===== src/rtl/visitor_gate_controller.sv =====
// Visitor gate sequencer: synchronizes and debounces two IR beams, decodes
// ordered beam patterns into entry/exit commits and keeps a saturating occupancy count.
module visitor_gate_controller #(
    parameter int CAPACITY       = 50,
    parameter int DEBOUNCE       = 3,
    parameter int TIMEOUT_CYCLES = 100
) (
    input  logic       clk,
    input  logic       reset,
    input  logic       ir_sensor1,
    input  logic       ir_sensor2,
    input  logic       clear,
    output logic [7:0] curr_visitor,
    output logic       entry_pulse,
    output logic       exit_pulse,
    output logic       full,
    output logic       door_lock,
    output logic       light,
    output logic       seq_error
);
    localparam int              TW       = $clog2(TIMEOUT_CYCLES + 1);
    localparam logic [7:0]      CAP      = 8'(CAPACITY);
    localparam logic [3:0]      DB_LAST  = 4'(DEBOUNCE - 1);
    localparam logic [TW-1:0]   TO_LIMIT = TW'(TIMEOUT_CYCLES);

    typedef enum logic [2:0] {
        IDLE,
        IN_A,
        IN_B,
        OUT_A,
        OUT_B,
        WAIT_CLEAR
    } state_t;

    logic [1:0] raw;
    logic [1:0] filt;
    logic       s1;
    logic       s2;

    assign raw = {ir_sensor2, ir_sensor1};
    assign s1  = filt[0];
    assign s2  = filt[1];

    // Per-beam 2-flop synchronizer followed by a stability counter; the filtered
    // value only follows the synced value after DEBOUNCE consecutive differing cycles.
    generate
        for (genvar gi = 0; gi < 2; gi++) begin : g_sensor
            logic       meta_reg;
            logic       sync_reg;
            logic       filt_reg;
            logic [3:0] cnt_reg;

            always_ff @(posedge clk or negedge reset) begin
                if (!reset) begin
                    meta_reg <= 1'b0;
                    sync_reg <= 1'b0;
                    filt_reg <= 1'b0;
                    cnt_reg  <= 4'd0;
                end else begin
                    meta_reg <= raw[gi];
                    sync_reg <= meta_reg;
                    if (sync_reg != filt_reg) begin
                        if (cnt_reg == DB_LAST) begin
                            filt_reg <= sync_reg;
                            cnt_reg  <= 4'd0;
                        end else begin
                            cnt_reg <= cnt_reg + 4'd1;
                        end
                    end else begin
                        cnt_reg <= 4'd0;
                    end
                end
            end

            assign filt[gi] = filt_reg;
        end
    endgenerate

    state_t          state_reg;
    state_t          state_next;
    logic [TW-1:0]   timer_reg;
    logic [TW-1:0]   timer_next;
    logic            timed_state;
    logic            commit_entry;
    logic            commit_exit;
    logic            fsm_error;

    always_ff @(posedge clk or negedge reset) begin
        if (!reset) begin
            state_reg <= IDLE;
            timer_reg <= '0;
        end else begin
            state_reg <= state_next;
            timer_reg <= timer_next;
        end
    end

    always_comb begin
        state_next   = state_reg;
        timer_next   = '0;
        commit_entry = 1'b0;
        commit_exit  = 1'b0;
        fsm_error    = 1'b0;
        timed_state  = (state_reg inside {IN_A, IN_B, OUT_A, OUT_B});

        // A stalled sequence is abandoned before any normal transition is honoured.
        if (timed_state && (timer_reg == TO_LIMIT)) begin
            state_next = WAIT_CLEAR;
            fsm_error  = 1'b1;
        end else begin
            case (state_reg)
                IDLE: begin
                    if (s1 && !s2) begin
                        state_next = IN_A;
                    end else if (!s1 && s2) begin
                        state_next = OUT_A;
                    end else if (s1 && s2) begin
                        state_next = WAIT_CLEAR;
                        fsm_error  = 1'b1;
                    end
                end
                IN_A: begin
                    if (s2) begin
                        state_next = IN_B;
                    end else if (!s1) begin
                        state_next = IDLE;
                    end
                end
                IN_B: begin
                    if (!s1 && !s2) begin
                        state_next   = IDLE;
                        commit_entry = 1'b1;
                    end
                end
                OUT_A: begin
                    if (s1) begin
                        state_next = OUT_B;
                    end else if (!s2) begin
                        state_next = IDLE;
                    end
                end
                OUT_B: begin
                    if (!s1 && !s2) begin
                        state_next  = IDLE;
                        commit_exit = 1'b1;
                    end
                end
                WAIT_CLEAR: begin
                    if (!s1 && !s2) begin
                        state_next = IDLE;
                    end
                end
                default: state_next = IDLE;
            endcase

            if (timed_state && (state_next == state_reg)) begin
                timer_next = timer_reg + 1'b1;
            end
        end
    end

    logic [7:0] count_reg;
    logic [7:0] count_next;
    logic       entry_reg;
    logic       entry_next;
    logic       exit_reg;
    logic       exit_next;
    logic       err_reg;
    logic       err_next;

    // clear wins over a same-cycle commit and silently drops it.
    always_comb begin
        count_next = count_reg;
        entry_next = 1'b0;
        exit_next  = 1'b0;
        err_next   = fsm_error;
        if (clear) begin
            count_next = 8'd0;
        end else if (commit_entry) begin
            if (count_reg < CAP) begin
                count_next = count_reg + 8'd1;
                entry_next = 1'b1;
            end else begin
                err_next = 1'b1;
            end
        end else if (commit_exit) begin
            if (count_reg != 8'd0) begin
                count_next = count_reg - 8'd1;
                exit_next  = 1'b1;
            end else begin
                err_next = 1'b1;
            end
        end
    end

    always_ff @(posedge clk or negedge reset) begin
        if (!reset) begin
            count_reg <= 8'd0;
            entry_reg <= 1'b0;
            exit_reg  <= 1'b0;
            err_reg   <= 1'b0;
        end else begin
            count_reg <= count_next;
            entry_reg <= entry_next;
            exit_reg  <= exit_next;
            err_reg   <= err_next;
        end
    end

    assign curr_visitor = count_reg;
    assign entry_pulse  = entry_reg;
    assign exit_pulse   = exit_reg;
    assign seq_error    = err_reg;
    assign full         = (count_reg >= CAP);
    assign door_lock    = full;
    assign light        = (count_reg != 8'd0);

endmodule


===== config.mk =====
export PLATFORM = sky130hd
export DESIGN_NAME = visitor_gate_controller
export DESIGN_NICKNAME = d
export VERILOG_FILES = /design/src/rtl/visitor_gate_controller.sv
export SDC_FILE = /design/constraint.sdc
export NUM_CORES = 1
export LEC_CHECK = 0
export ABC_CLOCK_PERIOD_IN_PS = 2600
export CORE_ASPECT_RATIO = 0.7
export CORE_MARGIN = 1
export CORE_UTILIZATION = 51
export CTS_CLUSTER_SIZE = 24
export DETAILED_ROUTE_END_ITERATION = 6
export PLACE_DENSITY = 0.75
export SYNTH_ARGS = -nofsm -noshare
export SYNTH_HDL_FRONTEND = slang
export SYNTH_SLANG_ARGS = --single-unit

===== constraint.sdc =====
create_clock -name clk -period 2.6 [get_ports clk]
set_clock_uncertainty 0.1 [all_clocks]
set_input_delay 0.78 -clock clk [delete_from_list [all_inputs] [get_ports clk]]
set_output_delay 0.78 -clock clk [all_outputs]
set_load 0.05 [all_outputs]

==> impl_metrics.py, run 1 <==
metrics = {
    "worst_setup_path": {
        "worstSetupEndpointType": "register",
        "cp.arrival_ns": 2.80,
        "slowest_delay_ns": 0.51,
        "cp.required_ns": 2.69,
        "path_buf_inv": 3,
        "reg2regPathDepth": 12,
        "cp_max_fo": 3,
        "cp_num_cells": 12,
        "worst-setup-path-type": "register to register",
        "slowest_stage": "or4b_4",
        "crit_family": "compound AO/OA/AOI/OAI gates",
        "start_kind": "register",
        "crit_chain": "inv_1 -> ha_4 -> nand4b_4 -> o211ai_4 -> buf_6 -> ha_4 -> buf_6 -> o21a_1 -> nor2_2 -> o31a_1 -> or4b_4 -> o311ai_4",
    },
    "sta": {
        "drv_slew": 0,
        "rsz0062_at_grt": "true",
        "slew_headroom_pct": 66.2,
        "setup_ws_ns": -0.109,
        "worst_slew_pin_slew_ns": 0.506,
        "period_share_pct": 104,
        "fmax_ghz": 0.369,
        "period_minus_slack_ns": 2.71,
        "finalHoldViolations": 0,
        "setup_viol": 2,
        "whs_ns": 0.256,
    },
    "grt": {
        "antenna_found_initial": 0,
        "track_usage_pct": 21.9,
        "grt-ovfl-total": 0,
        "grt_pass1_wl_um": 6890,
        "first_global_vias": 1471,
        "grt_max_degree": 36,
    },
    "placed_design": {
        "dp_hpwl_um": 2930,
        "port_buffers": 18,
        "place_congestion": 0.814,
        "dpl.cell_count": 289,
        "post_dp_cell_area_mm2": 0.00234,
    },
    "power_and_ir_drop": {
        "power.total_mw": 3.67,
        "switchingPower_mw": 1.75,
        "clockPowerShare_pct": 10.7,
        "combPwrFrac_pct": 67.1,
        "p_leak_nw": 1.21,
        "p_per_area_mw_per_mm2": 1370,
        "seqPwrFrac_pct": 22.2,
        "ir_worst_vdd_v": 0.000705,
        "switching_share_pct": 47.7,
        "p_int_mw": 1.92,
    },
    "routing": {
        "firstDrtPassIters": 4,
        "drt_drc_violations_left": 0,
        "dr.first_iter.drc_count": 201,
        "antenna_left": 0,
        "drt-total-wl_um": 4720,
        "vias_per_cell": 5.43,
        "wire_per_inst_um": 15.3,
        "vias": 1679,
    },
    "clocking": {
        "clk_latency_ns": 0.29,
        "cts_root_buf": "clkbuf_8",
        "cts_sinks": 35,
        "cts_buffers": 5,
        "path_clk_slew_ns": 0.08,
        "clk_path_buf_depth": 2,
        "cts_hold_buf": 0,
        "cts_tree": "yes",
        "h-tree-depth": 2,
    },
    "finish": {
        "layout.nets": 275,
        "fillers": 253,
        "antennaDiodeCount": 0,
        "multiInputGateArea_mm2": 0.00120,
        "final_area_mm2": 0.00267,
        "areaGrowthSynthToFinish_pct": 30.2,
        "regArea_um2": 877,
        "fin_cells": 309,
        "final_layout_size_suffix_gt1_share_pct": 28.2,
    },
    "worst_hold_path": {
        "hold_class": "register to register",
        "hold_depth": 0,
    },
    "logic_synthesis": {
        "yosys_warnings": 0,
        "synth_common_cells": "dfrtp_1 (35), nor2_1 (33), nand2_1 (19)",
        "post-synth-top-count-cell": "dfrtp_1",
        "synth_ff_type": "dfrtp_1",
        "synth_edf_count": 0,
        "yosysTopAreaCell": "dfrtp_1",
        "ys_top_cells_by_area": "dfrtp_1 (43%), ha_1 (7.3%), nor2_1 (6.0%)",
        "netlist_area_mm2": 0.00205,
        "netlist.area_leader.share_pct": 42.8,
        "syn_inst": 213,
        "synth-seq-cells": 35,
        "synth_area_per_cell_um2": 9.62,
        "async_reset_ff_share_pct": 100,
        "yosysSeqAreaShare_pct": 42.8,
        "ys_types": 47,
        "synthesis.nets": 230,
    },
    "run_status": {
        "violations": "negative setup slack",
        "status": "finished, violations left",
    },
    "floorplanning": {
        "die_y_um": 55.0,
        "fp.dieW_um": 77.7,
        "rows": 18,
        "die_area_mm2": 0.00428,
        "start_util_pct": 55.8,
        "io_pins": 19,
        "core_area_mm2": 0.00367,
    },
    "flow_run": {
        "cap_violations": 0,
    },
}
## per-layer routing
metal  wire [um]  global-route usage, %  vias up
met5           0                      0        -
met4          53                   9.43        0
met3         242                   5.74        6
met2        2120                   32.3       47
met1        2300                   30.6      795
li1            -                      -      831
## through the flow
stage,util [%],setup TNS (ns),worst slack [ns]
floorplan,-,0,0.0381
global placement,63.8,0,0.0288
detailed placement,63.8,-0.0910,-0.0678
CTS,70.6,-0.00836,-0.00443
global route,72.7,-0.486,-0.196
finish,72.7,-0.165,-0.109
## worst reg2reg max path, delay by kind of cell, from the launching register on
family	cells	cell delay, ns
fa+ha+maj	2	0.29
buf+inv	3	0.34
simple gates	3	0.72
flops	1	0.38
compound gates	4	0.80
## cells by family (layout without fill, tap and decap cells)
| family | Yosys count | count (layout) | share of synthesized area [%] |
|---|---|---|---|
| and+or+nand+nor | 84 | 84 | 20.3 |
| AOI/OAI and AO/OA | 41 | 41 | 14.2 |
| DFF | 35 | 35 | 42.8 |
| buffers and inverters | 19 | 65 | 5.44 |
| xor gates and xnor gates | 16 | 16 | 6.84 |
| adders and majority gates | 12 | 12 | 7.33 |
| muxes | 6 | 6 | 3.12 |
## cell usage in the layout (no fill, tap or decap), types with 4 or more instances in the layout
master           synthesis  routed
clkdlybuf4s50_1          0      13
nor2_1                  33      32
ha_1                    12       6
clkbuf_8                 1       5
buf_4                    2      31
xor2_1                   8       8
inv_1                    9       8
ha_4                     0       5
nand3_1                  8       8
xnor2_1                  8       8
a22oi_1                  4       4
o21ai_0                  9       7
dfrtp_1                 35      34
nand2_1                 19      18
a21oi_1                  8       5
## power by group through the flow
stage	logic (mW)	registers (mW)	clock network, mW
floorplan	1.31	0.983	0
global placement	2.00	0.813	0
detailed placement	2.02	0.817	0
CTS	2.25	0.808	0.401
global route	2.63	0.832	0.422
finish	2.46	0.815	0.392
## final timing paths
| path | from | endpoint | slack, ns |
|---|---|---|---|
| min in group asynchronous | reset | g_sensor[0].cnt_reg[2] | 0.80 |
| worst min register to register | g_sensor[0].meta_reg | g_sensor[0].sync_reg | 0.26 |
| worst max register to register | timer_reg[0] | curr_visitor[6] | -0.11 |
| worst max-delay path | timer_reg[0] | curr_visitor[6] | -0.11 |
| worst min-delay path | g_sensor[0].meta_reg | g_sensor[0].sync_reg | 0.26 |
| max in group asynchronous | reset | curr_visitor[4] | 1.27 |
## layout make-up
| type | count | area share, % |
|---|---|---|
| Multi-Input combinational cell | 159 | 44.8 |
| Timing Repair Buffer | 48 | 15.3 |
| Inverter | 9 | 1.27 |
| Sequential cell | 35 | 32.9 |
| Tap cell | 50 | 2.35 |
| Clock inverter | 3 | 0.750 |
| Clock buffer | 5 | 2.58 |
## repair_timing
| item | 4_1_cts | 5_1_grt |
|---|---|---|
| pin swaps | 12 | 10 |
| setup buffers | 10 | 2 |
| resized for setup | 17 | 11 |
| endpoints found under the setup margin | 3 | 5 |
(Power assumes the default switching activity.)
==> run 2, diff against run 1 <==
--- a/config.mk
+++ b/config.mk
@@ -5,10 +5,10 @@
 export SDC_FILE = /design/constraint.sdc
 export NUM_CORES = 1
 export LEC_CHECK = 0
-export ABC_CLOCK_PERIOD_IN_PS = 2600
 export CORE_ASPECT_RATIO = 0.7
 export CORE_MARGIN = 1
 export CORE_UTILIZATION = 51
+export CTS_BUF_LIST = sky130_fd_sc_hd__clkbuf_16
 export CTS_CLUSTER_SIZE = 24
 export DETAILED_ROUTE_END_ITERATION = 6
 export PLACE_DENSITY = 0.75
==> run 2 against run 1 <==
Net effect: the flow still finishes with violations (negative setup slack); clock power increased by 47%; combinational power decreased by 7%; worst setup slack improved by 0.018 ns; critical path type is now register to primary output; register-to-register slack improved by 0.06 ns; utilization decreased by 2.1 points; critical path depth decreased by 8; worst hold slack got worse by 0.0050 ns; via count decreased by 2.3%; fmax increased by 0.69%; largest power group unchanged; global-route usage decreased by 0.13 points; critical endpoint is now light; final area decreased by 2.9%; final cell count decreased by 1.9%.
==> impl_metrics.py, run 2 (synthesized netlist as in run 1, its figures left out) <==
metrics = {
    "run_status": {
        "status": "finished, violations left",
        "violations": "negative setup slack",
    },
    "power_and_ir_drop": {
        "ir_worst_vdd_v": 0.000784,
        "p_leak_nw": 1.18,
        "power.total_mw": 3.68,
        "p_per_area_mw_per_mm2": 1420,
    },
    "floorplanning": {
        "die_y_um": 55.0,
        "die_area_mm2": 0.00428,
        "start_util_pct": 55.8,
        "core_area_mm2": 0.00367,
        "fp.dieW_um": 77.7,
        "io_pins": 19,
        "rows": 18,
    },
    "finish": {
        "post-route-util_pct": 70.6,
        "fin_cells": 303,
        "most-common-layout-cells": "dfrtp_1 (35), nor2_1 (33), buf_4 (26), nand2_1 (18), clkdlybuf4s50_1 (14)",
        "layout.nets": 269,
        "final_layout_size_suffix_gt1_share_pct": 22.9,
        "areaGrowthSynthToFinish_pct": 26.5,
        "antennaDiodeCount": 0,
        "fillers": 257,
        "final_common_cell": "dfrtp_1",
    },
    "sta": {
        "finalHoldViolations": 0,
        "period_share_pct": 103,
        "fmax_ghz": 0.372,
        "rsz0062_at_grt": "true",
        "drv_slew": 0,
        "period_minus_slack_ns": 2.69,
        "setup_viol": 3,
        "slew_headroom_pct": 67.0,
        "whs_ns": 0.251,
        "setup_ws_ns": -0.0908,
        "worst_slew_pin_slew_ns": 0.494,
    },
    "placed_design": {
        "place_congestion": 0.814,
        "dp_hpwl_um": 2930,
        "dp_slack_ns": -0.0678,
        "dpl.cell_count": 289,
        "port_buffers": 18,
    },
    "routing": {
        "wire_per_inst_um": 14.8,
        "dr.first_iter.drc_count": 151,
        "drt-total-wl_um": 4480,
        "firstDrtPassIters": 4,
        "antenna_left": 0,
        "vias_per_cell": 5.41,
        "drt_drc_violations_left": 0,
        "vias": 1640,
    },
    "grt": {
        "grt_pass1_wl_um": 6840,
        "antenna_found_initial": 0,
        "grt_max_degree": 36,
        "grt-ovfl-total": 0,
        "track_usage_pct": 21.7,
        "first_global_vias": 1448,
    },
    "worst_hold_path": {
        "hold_class": "register to register",
        "hold_depth": 0,
    },
    "clocking": {
        "cts_sinks": 35,
        "cts_hold_buf": 0,
        "clk_path_buf_depth": 2,
        "path_clk_slew_ns": 0.05,
        "cts_tree": "yes",
        "cts_buffers": 5,
        "cts_root_buf": "clkbuf_16",
        "clk_latency_ns": 0.28,
        "h-tree-depth": 2,
    },
    "worst_setup_path": {
        "cp.arrival_ns": 1.81,
        "cp_max_fo": 5,
        "cp.required_ns": 1.72,
        "reg2regPathDepth": 11,
        "crit_chain": "or4_4 -> nor3_2 -> inv_1 -> buf_4",
        "critPathCapture": "light",
        "crit_start": "curr_visitor[4]",
        "worst-setup-path-type": "register to primary output",
        "worstSetupEndpointType": "primary output",
        "slowest_delay_ns": 0.58,
        "reg2reg_from": "timer_reg[1]",
        "slowest_stage": "or4_4",
        "start_kind": "register",
        "r2r-end": "curr_visitor[6]",
        "worst-r2r-setup-slack_ns": -0.05,
    },
    "flow_run": {
        "cap_violations": 0,
    },
}
## run 2: cell count changes in the layout (fill, tap and decap cells not counted), sizes merged
cell / delta
buf: -6
clkdlybuf4s50: +1
dlymetal6s2s: -1
## run 2: per-stage QoR
stage                     cell area (um2)  TNS, ns
after global placement               2340        0
after detailed placement             2340  -0.0910
after CTS                            2530   -0.146
after global routing                 2590   -0.425
after floorplan                      2050        0
final                                2590   -0.171
## run 2: layout make-up
| cell class | instances | area (um2) | area share, % |
|---|---|---|---|
| inverter | 9 | 33.8 | 1.30 |
| multi-input combinational | 159 | 1120 | 43.1 |
| clock inverter | 3 | 20.0 | 0.773 |
| timing repair buffer | 42 | 358 | 13.8 |
| clock buffer | 5 | 125 | 4.83 |
| sequential | 35 | 876 | 33.8 |
| tap | 50 | 62.6 | 2.41 |
## run 2: what timing repair did
item,in CTS,in global routing
setup buffers,4,2
endpoints found under the setup margin,3,4
gates cloned,0,0
pin swaps,2,4
gates resized for setup,3,10
## run 2: power breakdown
part           total, mW  switching, mW  internal, mW
clock network      0.576          0.224         0.352
logic               2.28           1.34         0.940
registers          0.817          0.132         0.685
## run 2: how the worst min path moves through the flow
stage	startpoint	end
after floorplan	g_sensor[0].meta_reg	g_sensor[0].sync_reg
after global routing	g_sensor[0].meta_reg	g_sensor[0].sync_reg
after detailed placement	g_sensor[0].meta_reg	g_sensor[0].sync_reg
after CTS	g_sensor[0].meta_reg	g_sensor[0].sync_reg
after global placement	g_sensor[1].meta_reg	g_sensor[1].sync_reg
final	g_sensor[0].meta_reg	g_sensor[0].sync_reg
## run 2: routing by layer
metal	global-route usage (%)	share of wire (%)
met1	30.6	47
met4	8.49	1.5
met3	5.25	7.1
met2	32.7	44
met5	0	0
## run 2: worst max-delay path: cells and delay by family (launching register included)
family                 cells  cell delay (ns)
AND/OR/NAND/NOR            2             0.80
flip-flops                 1             0.45
buffers and inverters      2             0.29
